## config.mk

```make
export PLATFORM = sky130hd
export DESIGN_NAME = spi_dev_sync_core
export DESIGN_NICKNAME = d
export VERILOG_FILES = /design/src/rtl/spi_dev_pkg.sv /design/src/rtl/spi_dev_sync_fifo.sv /design/src/rtl/spi_dev_sync_core.sv
export SDC_FILE = /design/constraint.sdc
export NUM_CORES = 1
export LEC_CHECK = 0
export CAP_MARGIN = 20
export CORE_UTILIZATION = 35
export CTS_CLUSTER_SIZE = 10
export DETAILED_ROUTE_END_ITERATION = 10
export SLEW_MARGIN = 20
export SYNTH_ARGS = -nofsm -noshare
export SYNTH_HDL_FRONTEND = slang
export SYNTH_SLANG_ARGS = --single-unit
```

## constraint.sdc

```tcl
create_clock -name clk -period 2 [get_ports clk]
set_clock_uncertainty 0.15 [all_clocks]
set_input_delay 0.4 -clock clk [delete_from_list [all_inputs] [get_ports clk]]
set_output_delay 0.4 -clock clk [all_outputs]
set_load 0.01 [all_outputs]
```

## src/rtl/spi_dev_pkg.sv

```systemverilog
// Shared constants for the oversampled SPI device core: mode encodings,
// synchroniser depth and the default underrun fill word.
package spi_dev_pkg;

    // Mode encoding is {CPOL, CPHA}.
    localparam logic [1:0] MODE0 = 2'b00;
    localparam logic [1:0] MODE1 = 2'b01;
    localparam logic [1:0] MODE2 = 2'b10;
    localparam logic [1:0] MODE3 = 2'b11;

    localparam int SYNC_DEPTH = 2;

    function automatic logic [31:0] default_fill(input int width);
        return (width >= 32) ? 32'hFFFF_FFFF : ((32'd1 << width) - 32'd1);
    endfunction

endpackage

```

## src/rtl/spi_dev_sync_fifo.sv

```systemverilog
// Small synchronous FIFO with show-ahead read data; pushes when full and
// pops when empty are ignored.
module spi_dev_sync_fifo #(
    parameter int WIDTH = 8,
    parameter int DEPTH = 4
) (
    input  logic             clk,
    input  logic             rst_n,
    input  logic             push,
    input  logic [WIDTH-1:0] push_data,
    input  logic             pop,
    output logic [WIDTH-1:0] pop_data,
    output logic             full,
    output logic             empty
);
    localparam int AW = $clog2(DEPTH);

    logic [WIDTH-1:0] mem [DEPTH];
    logic [AW:0]      wr_ptr;
    logic [AW:0]      rd_ptr;
    logic             do_push;
    logic             do_pop;

    // Extra pointer MSB distinguishes full from empty when the indices match.
    assign empty    = (wr_ptr == rd_ptr);
    assign full     = (wr_ptr[AW] != rd_ptr[AW]) && (wr_ptr[AW-1:0] == rd_ptr[AW-1:0]);
    assign do_push  = push & ~full;
    assign do_pop   = pop & ~empty;
    assign pop_data = mem[rd_ptr[AW-1:0]];

    always_ff @(posedge clk) begin
        if (do_push) begin
            mem[wr_ptr[AW-1:0]] <= push_data;
        end
    end

    always_ff @(posedge clk or negedge rst_n) begin
        if (!rst_n) begin
            wr_ptr <= '0;
            rd_ptr <= '0;
        end else begin
            if (do_push) wr_ptr <= wr_ptr + 1'b1;
            if (do_pop)  rd_ptr <= rd_ptr + 1'b1;
        end
    end

endmodule

```

## src/rtl/spi_dev_sync_core.sv

```systemverilog
// SPI device core with SCK/CS_n/MOSI oversampled in the clk domain.
// Define SPI_DEV_SYNC_TX_FIFO_EN for a TX_DEPTH-word TX FIFO instead of a single holding register.
module spi_dev_sync_core
    import spi_dev_pkg::*;
#(
    parameter int               WIDTH    = 8,
    parameter bit               CPOL     = 1'b0,
    parameter bit               CPHA     = 1'b0,
    parameter logic [WIDTH-1:0] FILL     = WIDTH'(default_fill(WIDTH)),
    parameter int               TX_DEPTH = 4
) (
    input  logic             clk,
    input  logic             rst_n,
    input  logic             spi_sck,
    input  logic             spi_cs_n,
    input  logic             spi_mosi,
    output logic             spi_miso,
    output logic             spi_miso_oe,
    output logic [WIDTH-1:0] rx_data,
    output logic             rx_valid,
    input  logic             rx_ready,
    output logic             rx_overrun,
    input  logic [WIDTH-1:0] tx_data,
    input  logic             tx_valid,
    output logic             tx_ready,
    output logic             tx_underrun,
    output logic             csn_state,
    output logic             csn_fall,
    output logic             csn_rise
);
    localparam int CW = $clog2(WIDTH);

    if (WIDTH < 4 || WIDTH > 32 || TX_DEPTH < 2 || (TX_DEPTH & (TX_DEPTH - 1)) != 0) begin : g_param_check
        $error("spi_dev_sync_core: WIDTH must be 4..32 and TX_DEPTH a power of two >= 2");
    end

    logic [SYNC_DEPTH-1:0] sck_sync, csn_sync, mosi_sync;
    logic                  sck_hist, csn_hist;
    logic                  started, armed;
    logic                  sck_s, csn_s, mosi_s;
    logic                  lead_edge, trail_edge, sample_edge, shift_edge;
    logic                  active, word_done, fetch;
    logic [CW-1:0]         bit_cnt;
    logic [WIDTH-2:0]      rx_shift;
    logic [WIDTH-1:0]      rx_next, tx_shift;
    logic                  buf_empty, pop;
    logic [WIDTH-1:0]      buf_data;

    // The engine stays idle until CS_n has been seen high after reset, so a
    // CS_n that is already low at reset release never starts a frame.
    always_ff @(posedge clk or negedge rst_n) begin
        if (!rst_n) begin
            sck_sync  <= {SYNC_DEPTH{CPOL}};
            csn_sync  <= '1;
            mosi_sync <= '0;
            sck_hist  <= CPOL;
            csn_hist  <= 1'b1;
            started   <= 1'b0;
            armed     <= 1'b0;
        end else begin
            sck_sync  <= {sck_sync[SYNC_DEPTH-2:0], spi_sck};
            csn_sync  <= {csn_sync[SYNC_DEPTH-2:0], spi_cs_n};
            mosi_sync <= {mosi_sync[SYNC_DEPTH-2:0], spi_mosi};
            sck_hist  <= sck_s;
            csn_hist  <= csn_s;
            started   <= 1'b1;
            if (started && csn_sync[0]) armed <= 1'b1;
        end
    end

    assign sck_s       = sck_sync[SYNC_DEPTH-1];
    assign csn_s       = csn_sync[SYNC_DEPTH-1];
    assign mosi_s      = mosi_sync[SYNC_DEPTH-1];
    assign lead_edge   = (sck_s != sck_hist) && (sck_s != CPOL);
    assign trail_edge  = (sck_s != sck_hist) && (sck_s == CPOL);
    assign sample_edge = CPHA ? trail_edge : lead_edge;
    assign shift_edge  = CPHA ? lead_edge : trail_edge;

    assign active      = armed & ~csn_s;
    assign csn_state   = csn_s;
    assign csn_fall    = armed & csn_hist & ~csn_s;
    assign csn_rise    = armed & ~csn_hist & csn_s;
    assign spi_miso_oe = active;

    assign rx_next   = {rx_shift, mosi_s};
    assign word_done = active & sample_edge & (bit_cnt == CW'(WIDTH - 1));
    assign fetch     = csn_fall | word_done;
    assign pop       = fetch & ~buf_empty;

    always_ff @(posedge clk or negedge rst_n) begin
        if (!rst_n) begin
            bit_cnt  <= '0;
            rx_shift <= '0;
        end else if (!active) begin
            bit_cnt <= '0;
        end else if (sample_edge) begin
            rx_shift <= rx_next[WIDTH-2:0];
            bit_cnt  <= word_done ? '0 : bit_cnt + 1'b1;
        end
    end

    // rx_valid/rx_ready: a word transfers on any cycle where both are high;
    // rx_data is held stable while rx_valid is high and rx_ready is low.
    always_ff @(posedge clk or negedge rst_n) begin
        if (!rst_n) begin
            rx_data    <= '0;
            rx_valid   <= 1'b0;
            rx_overrun <= 1'b0;
        end else begin
            rx_overrun <= word_done & rx_valid & ~rx_ready;
            if (word_done && (!rx_valid || rx_ready)) begin
                rx_data  <= rx_next;
                rx_valid <= 1'b1;
            end else if (rx_valid && rx_ready) begin
                rx_valid <= 1'b0;
            end
        end
    end

`ifdef SPI_DEV_SYNC_TX_FIFO_EN
    logic buf_full;

    spi_dev_sync_fifo #(
        .WIDTH (WIDTH),
        .DEPTH (TX_DEPTH)
    ) u_tx_fifo (
        .clk       (clk),
        .rst_n     (rst_n),
        .push      (tx_valid),
        .push_data (tx_data),
        .pop       (pop),
        .pop_data  (buf_data),
        .full      (buf_full),
        .empty     (buf_empty)
    );

    assign tx_ready = ~buf_full;
`else
    logic             hold_full;
    logic [WIDTH-1:0] hold_data;

    always_ff @(posedge clk or negedge rst_n) begin
        if (!rst_n) begin
            hold_full <= 1'b0;
            hold_data <= '0;
        end else if (tx_valid && tx_ready) begin
            hold_full <= 1'b1;
            hold_data <= tx_data;
        end else if (pop) begin
            hold_full <= 1'b0;
        end
    end

    assign tx_ready  = ~hold_full;
    assign buf_empty = ~hold_full;
    assign buf_data  = hold_data;
`endif

    // A shift edge seen with bit_cnt at 0 is the one that must keep the freshly
    // fetched MSB on the wire, in both CPHA settings.
    always_ff @(posedge clk or negedge rst_n) begin
        if (!rst_n) begin
            tx_shift    <= '0;
            tx_underrun <= 1'b0;
        end else begin
            tx_underrun <= fetch & buf_empty;
            if (fetch) begin
                tx_shift <= buf_empty ? FILL : buf_data;
            end else if (active && shift_edge && bit_cnt != '0) begin
                tx_shift <= {tx_shift[WIDTH-2:0], 1'b0};
            end
        end
    end

    assign spi_miso = tx_shift[WIDTH-1];

endmodule
```

==> results.json, run 1 <==
{
  "run_status": "completed",
  "cts.root.buffer_cell": "sky130_fd_sc_hd__clkbuf_8",
  "synthesis.area_per_instance_sq_um": 13.4,
  "num_vias": 1285,
  "crit_path_start_kind": "flip-flop",
  "critical_path_class": "flip-flop to output port",
  "internal_power_mw": 1.66,
  "synthesis.area_sq_um": 1940,
  "clock_h_tree_levels": 2,
  "layout_common_cells": "sky130_fd_sc_hd__dfrtp_1, sky130_fd_sc_hd__clkdlybuf4s50_1, sky130_fd_sc_hd__mux2_2",
  "hold_class": "flip-flop to flip-flop",
  "comb_power_share": 0.171,
  "wl_um": 3610,
  "post_route_cells_drive_above_1_share": 0.246,
  "report.final.slew_viol_count": 0,
  "first_pass_iters": 5,
  "grt-ovfl-total": 0,
  "postSynthCellCount": 144,
  "tritoncts_clock_tree": "done",
  "seqPwrFrac": 0.574,
  "synth-main-ff-cell": "sky130_fd_sc_hd__dfrtp_1",
  "final_util": 0.475,
  "multi_input_area_sq_um": 692,
  "grt_first_pass_wirelength_um": 6160,
  "hpwlAfterDp_um": 2690,
  "vias_per_cell": 5.00,
  "area_growth_pct": 27.9,
  "gpl.final_weighted_congestion": 0.753,
  "routed_wire_length_per_instance_um": 14.0,
  "required_ns": 1.45,
  "timing.final.hold_violations": 0,
  "total_power_mw": 2.25,
  "placement_rows": 26,
  "core_region_area_sq_um": 5200,
  "worst_ep_arrival_time_ns": 1.39,
  "initial_util": 0.372,
  "number_of_design_rule_violations_left_after_detail_routing": 0,
  "timing.final.crit_period_ns": 1.94,
  "power_frac_clock": 0.255,
  "cts_inserted_buffers": 5,
  "worst_hold_check_slack_ns": 0.211,
  "switching_share": 0.261,
  "final-seq-area_sq_um": 1200,
  "tritoncts_num_sinks": 48,
  "synth-edff-count": 0,
  "die_area_sq_um": 5830,
  "rsz0062_at_grt": "no",
  "final_nets": 205,
  "clk_pin_slew_ns": 0.08,
  "drt.antenna.violating_nets": 0,
  "synth_seq_cells": 48,
  "setup-tns-final_ns": 0,
  "io_buffer_count": 31,
  "drtIter0Drc": 82,
  "clk_latency_ns": 0.29,
  "die_width_um": 76.4,
  "grt_resource_usage_total": 0.134,
  "power.ir.vdd_worst_v": 0.000397,
  "timing.critical_path.fanout_max": 9,
  "power.net_switching_mw": 0.585,
  "filler_cell_count": 482,
  "ios": 32,
  "grt_start_max_net_pins": 22,
  "finalCritPeriodShare": 0.969,
  "synth.lib_cells_used.distinct": 27,
  "placedCellCount": 248,
  "drv.max_cap_violation_count": 0,
  "setup_violations": 0,
  "ys_warn_count": 0,
  "leakagePower_nw": 1.07,
  "n_antenna_cell": 0,
  "power.density_nw_per_um2": 907,
  "postSynthNetCount": 162,
  "fmax_mhz": 516,
  "die-height_um": 76.4,
  "end_kind": "output port",
  "first_global_vias": 1283,
  "synth-seq-area-share": 0.622,
  "layout_commonest_cell": "sky130_fd_sc_hd__dfrtp_1",
  "antenna_found_initial": 0,
  "clockBufferDepth": 2,
  "post_layout_nonfiller_instances": 257,
  "synthArstFlopShare": 1.00
}
stage by stage:
stage | instance area [sq um] | worst slack (ns)
floorplan | 1940 | 0.260
global placement | 2360 | 0.192
detailed placement | 2360 | 0.148
CTS | 2470 | 0.0531
global route | 2470 | 0.000114
finish | 2470 | 0.0627
flip-flops by register name, indices dropped and copies added (netlist names):
register	count
buf_data	8
rx_data	8
tx_shift	8
rx_shift	7
bit_cnt	3
csn_sync	2
mosi_sync	2
sck_sync	2
armed	1
csn_hist	1
hold_full	1
rx_overrun	1
rx_valid	1
sck_hist	1
started	1
tx_underrun	1
critical path, stage by stage (launching register included):
cell and delay, ns:
sky130_fd_sc_hd__dfrtp_1 0.42, sky130_fd_sc_hd__clkinv_2 0.13, sky130_fd_sc_hd__clkdlybuf4s50_1 0.55
power groups by stage:
stage | clock network (mW) | logic (mW) | registers (mW)
2_1_floorplan | 0 | 0.243 | 1.26
3_3_place_gp | 0 | 0.364 | 1.29
3_5_place_dp | 0 | 0.386 | 1.31
4_1_cts | 0.591 | 0.388 | 1.29
5_1_grt | 0.638 | 0.427 | 1.31
6_report | 0.572 | 0.384 | 1.29
timing repair:
item	in CTS	in global routing
endpoints found under the setup margin	4	3
hold endpoints to repair	16	0
gates resized for setup	4	3
hold buffers	1	0
setup buffers	1	0
Yosys cell counts, types with 2 or more instances:
library cell / number / area share
sky130_fd_sc_hd__clkinv_1: 2 / 0.0039
sky130_fd_sc_hd__nor2_1: 8 / 0.016
sky130_fd_sc_hd__dfstp_2: 3 / 0.041
sky130_fd_sc_hd__mux2i_1: 3 / 0.016
sky130_fd_sc_hd__nand2b_1: 4 / 0.013
sky130_fd_sc_hd__clkbuf_1: 3 / 0.0058
sky130_fd_sc_hd__o21ai_0: 8 / 0.021
sky130_fd_sc_hd__nand3_1: 7 / 0.018
sky130_fd_sc_hd__ha_1: 3 / 0.019
sky130_fd_sc_hd__a21o_1: 3 / 0.012
sky130_fd_sc_hd__mux2_2: 23 / 0.13
sky130_fd_sc_hd__nand2_1: 2 / 0.0039
sky130_fd_sc_hd__a2111oi_0: 7 / 0.032
sky130_fd_sc_hd__dfrtp_1: 45 / 0.58
sky130_fd_sc_hd__nor2b_1: 2 / 0.0065
sky130_fd_sc_hd__inv_1: 3 / 0.0058
sky130_fd_sc_hd__nor4bb_1: 2 / 0.010
sky130_fd_sc_hd__a31oi_1: 7 / 0.023
cell type report:
class / count / share of cell area
clock buffer: 6 / 0.0334
tap: 70 / 0.0354
inverter: 5 / 0.00809
timing repair buffer: 41 / 0.153
sequential: 48 / 0.487
clock inverter: 1 / 0.00354
multi-input combinational: 86 / 0.280
final timing paths:
check / slack, ns / cells past startpoint / end / startpoint
setup / recovery: 0.06 / 2 / tx_ready / hold_full$_DFFE_PN0P_
hold / removal: 0.21 / 0 / sck_sync[1]$_DFF_PN0_ / sck_sync[0]$_DFF_PN0_
setup reg to reg: 0.17 / 5 / tx_shift[6]$_DFFE_PN0P_ / bit_cnt[0]$_DFFE_PN0P_
hold reg to reg: 0.21 / 0 / sck_sync[1]$_DFF_PN0_ / sck_sync[0]$_DFF_PN0_
max in group asynchronous: 0.70 / 3 / rx_shift[3]$_DFFE_PN0P_ / rst_n
min in group asynchronous: 0.44 / 2 / buf_data[0]$_DFFE_PN0P_ / rst_n
cell families after synthesis:
family,share of synthesized area
AOI/OAI and AO/OA,0.0892
muxes,0.149
DFF,0.622
adders and majority gates,0.0194
other,0.00194
and+or+nand+nor,0.0957
buffers and inverters,0.0220
metal layers:
layer | share of wire | vias to the layer above | track usage
li1 | - | 604 | -
met1 | 0.45 | 642 | 0.164
met2 | 0.50 | 39 | 0.231
met3 | 0.049 | 0 | 0.0383
met4 | 0 | 0 | 0.0346
met5 | 0 | - | 0
Note: power is estimated with default switching activity, not from simulation.
==> run 2, diff against run 1 <==
--- a/config.mk
+++ b/config.mk
@@ -6,7 +6,7 @@
 export NUM_CORES = 1
 export LEC_CHECK = 0
 export CAP_MARGIN = 20
-export CORE_UTILIZATION = 35
+export CORE_UTILIZATION = 34
 export CTS_CLUSTER_SIZE = 10
 export DETAILED_ROUTE_END_ITERATION = 10
 export SLEW_MARGIN = 20
==> run 2 against run 1 <==
  * Cell area is 0.96% higher
  * Critical path depth stayed put
  * Non-clock buffer count is 1 lower
  * Critical path type unchanged
  * Clock power is 16% higher
  * Global-route usage is 0.32 points lower
  * Sequential power hardly changed
==> results.json, run 2 (synthesis gave the netlist of run 1 again) <==
{
  "slew-limit-headroom": 0.641,
  "routed_wire_length_per_instance_um": 13.8,
  "layout_commonest_cell": "sky130_fd_sc_hd__dfrtp_1",
  "comb_power_share": 0.164,
  "layout_common_cells": "sky130_fd_sc_hd__dfrtp_1, sky130_fd_sc_hd__clkdlybuf4s50_1, sky130_fd_sc_hd__mux2_2",
  "finalCritPeriodShare": 0.968,
  "final_nets": 204,
  "vias_per_cell": 4.95,
  "seqPwrFrac": 0.550,
  "power.net_switching_mw": 0.572,
  "first_global_vias": 1379,
  "io_buffer_count": 31,
  "run_status": "completed",
  "die-height_um": 77.5,
  "postLayoutSetupSlackWorst_ns": 0.0631,
  "setup_violations": 0,
  "grt_resource_usage_total": 0.131,
  "n_antenna_cell": 0,
  "pre_cts_slack_ns": 0.133,
  "drtIter0Drc": 72,
  "post_layout_nonfiller_instances": 259,
  "critical_path_class": "flip-flop to output port",
  "gpl.final_weighted_congestion": 0.725,
  "first_pass_iters": 4,
  "crit_path_start_kind": "flip-flop",
  "hpwlAfterDp_um": 2610,
  "filler_cell_count": 497,
  "area_growth_pct": 29.1,
  "drv.max_cap_violation_count": 0,
  "cts.root.buffer_cell": "sky130_fd_sc_hd__clkbuf_8",
  "switching_share": 0.246,
  "report.final.slew_viol_count": 0,
  "antenna_found_initial": 0,
  "placement_rows": 27,
  "power.density_nw_per_um2": 932,
  "timing.final.hold_violations": 0,
  "core_region_area_sq_um": 5510,
  "number_of_design_rule_violations_left_after_detail_routing": 0,
  "power_frac_clock": 0.286,
  "total_power_mw": 2.33,
  "initial_util": 0.352,
  "timing.critical_path.fanout_max": 9,
  "tightestPinTransition_ns": 0.538,
  "power.ir.vdd_worst_v": 0.000532,
  "drt.antenna.violating_nets": 0,
  "tritoncts_num_sinks": 48,
  "num_vias": 1283,
  "grt-ovfl-total": 0,
  "placedCellCount": 249,
  "end_kind": "output port",
  "timing.final.crit_period_ns": 1.94,
  "cts_inserted_buffers": 5,
  "final_util": 0.454,
  "leakagePower_nw": 1.08,
  "hold_class": "flip-flop to flip-flop",
  "grt_start_max_net_pins": 27,
  "fmax_mhz": 516,
  "clockBufferDepth": 2,
  "post_route_cells_drive_above_1_share": 0.241,
  "die_area_sq_um": 6000,
  "clk_pin_slew_ns": 0.08,
  "required_ns": 1.45,
  "grt_first_pass_wirelength_um": 6180,
  "tritoncts_clock_tree": "done",
  "worst_ep_arrival_time_ns": 1.39,
  "wl_um": 3590,
  "die_width_um": 77.5,
  "internal_power_mw": 1.76,
  "ios": 32,
  "clk_latency_ns": 0.29,
  "setup-tns-final_ns": 0,
  "clock_h_tree_levels": 2
}
-- run 2: cell count changes in the layout (fill, tap and decap cells not counted) --
| cell | change |
|---|---|
| sky130_fd_sc_hd__bufinv_16 | +1 |
| sky130_fd_sc_hd__clkbuf_1 | +1 |
| sky130_fd_sc_hd__clkinv_4 | -1 |
| sky130_fd_sc_hd__clkinv_2 | +1 |
| sky130_fd_sc_hd__buf_4 | -2 |
| sky130_fd_sc_hd__clkbuf_8 | -1 |
| sky130_fd_sc_hd__buf_12 | +1 |
-- run 2: repair_timing --
action,in CTS,in global routing
resized for setup,4,3
endpoints found under the setup margin,4,1
pin swaps,0,0
buffers inserted,1,0
hold buffers,1,0
endpoints found under the hold margin,22,0
-- run 2: metrics by stage --
stage          instance area [sq um]  hold WS (ns)
4_1_cts                         2490         0.210
2_1_floorplan                   1940       -0.0456
3_3_place_gp                    2370         0.186
6_report                        2500         0.209
5_1_grt                         2500         0.221
3_5_place_dp                    2370         0.190
-- run 2: power by group through the flow --
| stage | clock network, mW | logic [mW] | registers (mW) |
|---|---|---|---|
| floorplan | 0 | 0.243 | 1.26 |
| global placement | 0 | 0.366 | 1.30 |
| detailed placement | 0 | 0.384 | 1.30 |
| CTS | 0.698 | 0.386 | 1.29 |
| global route | 0.731 | 0.425 | 1.31 |
| finish | 0.665 | 0.382 | 1.28 |
-- run 2: worst max-delay path, cell delays in order (launching register included) --
cell and delay (ns):
sky130_fd_sc_hd__dfrtp_1 0.42, sky130_fd_sc_hd__clkinv_2 0.12, sky130_fd_sc_hd__clkdlybuf4s50_1 0.55
-- run 2: cell type report --
cell class,instances,area [sq um],area share
timing repair buffer,40,384,0.154
clock inverter,2,35.0,0.0140
sequential,48,1200,0.482
clock buffer,6,72.6,0.0290
tap,72,90.1,0.0361
multi-input combinational,86,692,0.277
inverter,5,20.0,0.00801
-- run 2: worst paths after layout --
path	startpoint	endpoint	slack, ns	depth (start not counted)
setup reg to reg	bit_cnt[0]$_DFFE_PN0P_	tx_shift[6]$_DFFE_PN0P_	0.11	5
hold / removal	sck_sync[0]$_DFF_PN0_	sck_sync[1]$_DFF_PN0_	0.21	0
min in group asynchronous	rst_n	tx_shift[0]$_DFFE_PN0P_	0.47	2
hold reg to reg	sck_sync[0]$_DFF_PN0_	sck_sync[1]$_DFF_PN0_	0.21	0
max in group asynchronous	rst_n	csn_sync[1]$_DFF_PN1_	0.65	3
setup / recovery	hold_full$_DFFE_PN0P_	tx_ready	0.06	2
-- run 2: routing by layer --
layer / global-route usage / share of wire / wire length, um / vias up
met1: 0.161 / 0.44 / 1580 / 633
li1: - / - / - / 604
met5: 0 / 0 / 0 / -
met3: 0.0365 / 0.039 / 140 / 6
met2: 0.213 / 0.51 / 1820 / 40
met4: 0.0566 / 0.010 / 36 / 0
==> run 3, diff against run 2 <==
--- a/config.mk
+++ b/config.mk
@@ -5,7 +5,7 @@
 export SDC_FILE = /design/constraint.sdc
 export NUM_CORES = 1
 export LEC_CHECK = 0
-export CAP_MARGIN = 20
+export CAP_MARGIN = 25
 export CORE_UTILIZATION = 34
 export CTS_CLUSTER_SIZE = 10
 export DETAILED_ROUTE_END_ITERATION = 10
==> results of run 3 <==
No change in the layout: final DEF, timing and power equal those of run 2.
